<file path="config.mk">
export PLATFORM = sky130hd
export DESIGN_NAME = seq_mul_4bit
export DESIGN_NICKNAME = d
export VERILOG_FILES = /design/src/rtl/seq_mul_4bit.sv
export SDC_FILE = /design/constraint.sdc
export NUM_CORES = 1
export LEC_CHECK = 0
export CAP_MARGIN = 25
export CORE_MARGIN = 1
export CORE_UTILIZATION = 46
export CTS_CLUSTER_SIZE = 25
export DETAILED_ROUTE_END_ITERATION = 7
export PLACE_DENSITY = 0.71
export SYNTH_ARGS = -nofsm -noshare
export SYNTH_HDL_FRONTEND = slang
export SYNTH_HIERARCHICAL = 1
export SYNTH_SLANG_ARGS = --single-unit
</file>
<file path="constraint.sdc">
create_clock -name clk -period 2.1 [get_ports clk]
set_input_delay 0.63 -clock clk [delete_from_list [all_inputs] [get_ports clk]]
set_output_delay 0.63 -clock clk [all_outputs]
set_load 0.005 [all_outputs]
</file>
<file path="src/rtl/seq_mul_4bit.sv">
// 4x4 unsigned shift-add multiplier: one partial-sum add per cycle, result after four iterations.
// adder_4bit is the shared 4-bit ripple adder used for the partial sums.
module adder_4bit (
  input  logic [3:0] a,
  input  logic [3:0] b,
  output logic [3:0] sum,
  output logic       cy
);

  assign {cy, sum} = {1'b0, a} + {1'b0, b};

endmodule

module seq_mul_4bit (
  input  logic       clk,
  input  logic       rst,
  input  logic       start,
  input  logic [3:0] a,
  input  logic [3:0] b,
  output logic [7:0] product,
  output logic       busy,
  output logic       done
);

  typedef enum logic [1:0] {IDLE, CALC, DONE} state_t;

  state_t     state;
  logic [3:0] m;
  logic [3:0] q;
  logic [3:0] acc;
  logic       c;
  logic [1:0] cnt;

  logic [3:0] add_sum;
  logic       add_cy;
  logic [4:0] psum;

  adder_4bit u_add (
    .a   (acc),
    .b   (m),
    .sum (add_sum),
    .cy  (add_cy)
  );

  // c is always zero entering an iteration, so the skip path is just A zero-extended
  assign psum = q[0] ? {add_cy, add_sum} : {c, acc};

  always_ff @(posedge clk) begin
    if (rst) begin
      state   <= IDLE;
      m       <= '0;
      q       <= '0;
      acc     <= '0;
      c       <= 1'b0;
      cnt     <= '0;
      product <= '0;
      busy    <= 1'b0;
      done    <= 1'b0;
    end else begin
      case (state)
        IDLE: begin
          if (start) begin
            m     <= a;
            q     <= b;
            acc   <= '0;
            c     <= 1'b0;
            cnt   <= '0;
            state <= CALC;
            busy  <= 1'b1;
          end
        end
        CALC: begin
          // add-then-shift of {C,A,Q}: sum bits move down, zero enters C
          {c, acc, q} <= {1'b0, psum, q[3:1]};
          cnt         <= cnt + 2'd1;
          if (cnt == 2'd3) begin
            state   <= DONE;
            busy    <= 1'b0;
            done    <= 1'b1;
            product <= {psum, q[3:1]};
          end
        end
        DONE: begin
          state <= IDLE;
          done  <= 1'b0;
        end
        default: begin
          state <= IDLE;
          busy  <= 1'b0;
          done  <= 1'b0;
        end
      endcase
    end
  end

endmodule
</file>
# Word level (Yosys, flattened, before mapping)

Cells that the tools add are included.

Register bits after elaboration: 27
Bits of input ports: 11
Output and inout bits: 10
Word-level logic and storage cells: 43

Add/sub/neg operators: 2
Equal/unequal tests: 5
Mux-type cells: 17
Bitwise logic cells: 2
Reductions and logical operators: 8

Operators with widths:

| kind                                                                   | count |
|---|---|
| 4-bit one-hot mux with 2 select lines                                  | 2 |
| 2-bit AND reduction                                                    | 5 |
| 4-bit 2-to-1 mux                                                       | 2 |
| 2-bit one-hot mux with 2 select lines                                  | 2 |
| 2-bit 2-to-1 mux                                                       | 3 |
| 4-bit by 4-bit adder with 5-bit output                                 | 1 |
| 5-bit 2-to-1 mux                                                       | 1 |
| 2-bit equality test (second input constant)                            | 2 |
| 1-bit 2-to-1 mux                                                       | 4 |
| 2-bit != test (second input constant)                                  | 2 |
| 1-bit one-hot mux with 2 select lines                                  | 2 |
| 1-bit one-hot mux with 3 select lines                                  | 1 |
| 3-bit AND reduction                                                    | 1 |
| 2-bit by 1-bit adder with 2-bit output (second input constant)         | 1 |
| 2-bit by 1-bit equality test with 1-bit output (second input constant) | 1 |
| 2-bit logical NOT                                                      | 1 |
| 1-bit NOT                                                              | 2 |
| 2-bit nonzero test                                                     | 1 |

# Logic depth before layout (Yosys ltp)

Depth in word-level cells: 3
Gate-level depth with buffers: 8
Depth with buffers taken out: 8

# By module

The synthesis kept the hierarchy.

By module, submodules not included:

| module       | instances | cells each | area an instance (µm²) | sequential area each (µm²) |
|---|---|---|---|---|
| seq_mul_4bit | 1         | 114        | 1078.5                 | 520.5 |
| adder_4bit   | 1         | 16         | 136.4                  | 0.0 |

# Worst setup path before layout

No wires, ideal clock.

Path kind: register -> register
From: register acc[0]
To: register acc[1]
Library setup time: 0.128 ns
Arrival time: 1.478 ns
Data required time: 1.972 ns
Slack: 0.494 ns
Cell stages (with the launch flop): 8
Buffers on the path: 0
Clock period less this slack: 1.606 ns
Path through: dfxtp_1 ha_1 inv_1 fa_1 xnor2_1 mux2_2 a22oi_1 nor2_1

Word-level cells in the longest chain between the ends: 3

Ends and longest elaborated chain:

| element                                | RTL line | text |
|---|---|---|
| start: declaration                     | 30       | `logic [3:0] acc;` |
| start signal: assignment               | 74       | `{c, acc, q} <= {1'b0, psum, q[3:1]};` |
| 4-bit by 4-bit adder with 5-bit output | 10       | `assign {cy, sum} = {1'b0, a} + {1'b0, b};` |
| named net add_sum[2]                   | 34       | `logic [3:0] add_sum;` |
| 5-bit 2-to-1 mux                       | 46       | `assign psum = q[0] ? {add_cy, add_sum} : {c, acc};` |
| 4-bit one-hot mux with 2 select lines  | 60       | `case (state)` |

The timed path passes the listed nets, and every way through them passes these cells.
A chain may end at the register's enable or synchronous reset.

# Worst setup path in the final report

From: register busy
To: output busy

RTL lines:

| element                  | RTL line | text |
|---|---|---|
| start: declaration       | 21       | `output logic busy,` |
| start signal: assignment | 57       | `busy <= 1'b0;` |
| start signal: assignment | 69       | `busy <= 1'b1;` |
| start signal: assignment | 78       | `busy <= 1'b0;` |

No word-level cell between the ends.

==> out/metrics.csv <==
metric,value,unit
Setup CP Type,flip-flop to primary output,
critical path launch point type,flip-flop,
root buf cell,clkbuf_4,
post-synth cell types,34,
Post-synth ARST share,0,
total grt overflow,0,
CTS Buffer Depth,2,
WP data arrival,1.20,ns
"top cells by area, synth","dfxtp_1 (43%), nor2_1 (7.7%), ha_1 (5.1%), mux2i_1 (4.9%), mux2_2 (3.7%)",
Max Clk Rate,545.7,MHz
CP max FO,3,
#FFs+latches synth,26,
post-route cell area,1493,µm²
global placer's final weighted congestion,0.7420,
Nets,169,
clk_skew,0.002413,ns
headroom to the max-slew limit,0.7181,
setup TNS,0,ns
slowest CP cell,clkdlybuf4s50_1,
final std cells w/o fill,181,
initial antenna violation count,0,
status,"finished, final reports clean",
Crit path largest cell delay,0.51,ns
max-cap viol count,0,
Post-CTS Hold Buffers,0,
worst path cell trace,clkdlybuf4s50_1,
Worst-Margin Slew,0.4222,ns
P&R area growth vs syn,22.86,%
PostCTS Resize Cnt,0,
largest net degree at the start of global routing,16,
hold-critical path depth,2,
top-count cell post-synth,dfxtp_1,
CP bufs+invs,1,
share of cells above drive strength 1,0.1391,
Synthesized Nets,147,
"Seq/Total Area, Yosys",0.4284,
Die Area,2850,µm²
Post-synth top cells,"dfxtp_1 (26), nor2_1 (25), a21oi_1 (7), inv_1 (7), nand2_1 (7)",
DP HPWL,1889,µm
Pre-antenna DRT Iters,4,
first-pass GRT wire length,4043,µm
Top delay family on crit path,buffers and inverters,
YS warnings,6,
clock sinks,26,
main flop type after synthesis,dfxtp_1,
Post-DP Area,1440,µm²
initial drt markers,19,
PortBufs,20,
Via density,5.210,
Post-synth EDFFs,0,
vias in the first global route,903,
row count,18,
post-layout minimum cycle time,1.833,ns
"Period Utilization, post-route",0.8727,
post-route ant nets,0,
# IOs,21,
diode count,0,
Total GRT Usage,0.1953,
Clock transition at path regs,0.14,ns
r2r worst-path depth,7,
Initial Util,0.4904,
H-tree Lvls,1,
Fin. Hold Viols,0,
"Clk Latency, worst-skew pair",0.31,ns
WP depth,1,
Fill cells,228,
fin. max-slew vios,0,
CP Capture Type,primary output,
P_leak,0.6017,nW
placed insts,177,
Core Area,2477,µm²
wire length per cell,13.76,µm
CP required,1.47,ns
Pwr Density,654.4,nW/µm²
Die Width,53.39,µm
Hold/Removal Path Class,flip-flop to flip-flop,
Detailed Route WL,2491,µm
"Core Util, Final",0.6025,
# Post-CTS Setup Buffers,0,
cell count after synthesis,130,
drc violations,0,
post-synth top area share,0.4284,
"Avg Cell Area, Syn",9.346,µm²
Synth Cell Area,1215,µm²
RSZ-0062 raised after global routing,false,
total number of vias,943,
largest area contributor in the netlist,dfxtp_1,
VDD IR-drop max,0.5159,mV
die height,53.39,µm
final hold slack,0.4647,ns
# setup viols final,0,
CTS tree,built,
total CTS buffers,3,
layout by cell type, fill, tap and decap left out:
cell / instances
nand2_1: 7
nand2b_1: 2
or3b_2: 1
nand3b_1: 1
nand3_1: 1
a2111oi_2: 2
a222oi_1: 1
a21oi_2: 1
a32oi_1: 1
clkbuf_4: 3
or2b_1: 2
nor2b_2: 1
o21ai_0: 1
nand3b_2: 1
o21ba_2: 1
dfxtp_1: 26
inv_1: 7
nor2b_1: 2
mux2_2: 4
a21o_1: 1
bufinv_16: 1
buf_4: 4
a22oi_1: 4
mux2i_1: 6
clkdlybuf4s50_1: 20
fa_1: 1
nor3b_4: 1
a21oi_1: 7
nor2_1: 25
ha_1: 5
xnor2_1: 2
o21bai_1: 2
and3b_2: 1
nor3_1: 6
sequential cells by signal, summed over array words and instances (netlist names):
name and count:
acc 4, done 1, q 4, cnt 2, m 4, busy 1
product 8, state 2
kinds of logic (layout without fill, tap and decap cells):
kind of cell | after synthesis | count (layout) | share of synthesized area
compound gates | 21 | 21 | 0.1318
xor+xnor | 2 | 2 | 0.01442
fa+ha+maj | 6 | 6 | 0.06797
buf+inv | 14 | 35 | 0.05664
flops | 26 | 26 | 0.4284
mux | 10 | 10 | 0.08651
simple gates | 51 | 51 | 0.2142
cell type report:
cell class | instances | area (µm²) | share of cell area
multi-input combinational | 90 | 625.6 | 0.4191
sequential | 26 | 520.5 | 0.3487
timing repair buffer | 24 | 230.2 | 0.1542
tap | 30 | 37.54 | 0.02515
clock inverter | 1 | 30.03 | 0.02012
inverter | 7 | 26.28 | 0.01760
clock buffer | 3 | 22.52 | 0.01509
worst register-to-register path, stage by stage (launching register included):
cell,delay [ns]
dfxtp_1,0.38
ha_1,0.20
inv_1,0.06
fa_1,0.40
xnor2_1,0.15
mux2_2,0.28
a22oi_1,0.14
nor2_1,0.06
power breakdown:
part	internal, W	leakage [nW]	switching (W)
sequential	0.000510	0.212	0.0000191
combinational	0.0000612	0.362	0.0000476
clock	0.000193	0.0279	0.000146
total	0.000764	0.602	0.000212
through the flow:
step	power (W)	setup WS (ns)
3_3_place_gp	0.0006438	0.1162
5_1_grt	0.001022	0.1986
3_5_place_dp	0.0006499	0.05669
4_1_cts	0.0009870	0.2411
6_report	0.0009768	0.2673
2_1_floorplan	0.0006081	0.4942
metal layers:
layer	vias to the layer above	routed length, µm	global-route usage
li1	481	-	-
met2	13	1255	0.3313
met4	0	0	0.03947
met3	0	79	0.04310
met5	-	0	0
met1	449	1156	0.2500
final timing paths:
check	from	endpoint	slack, ns
setup / recovery	busy$_SDFFE_PP0P_	busy	0.27
hold reg to reg	product[1]$_SDFFE_PP0P_	product[1]$_SDFFE_PP0P_	0.46
setup reg to reg	acc[0]$_SDFFE_PP0P_	acc[1]$_SDFFE_PP0P_	0.34
hold / removal	product[1]$_SDFFE_PP0P_	product[1]$_SDFFE_PP0P_	0.46
Note: power is estimated with default switching activity, not from simulation.
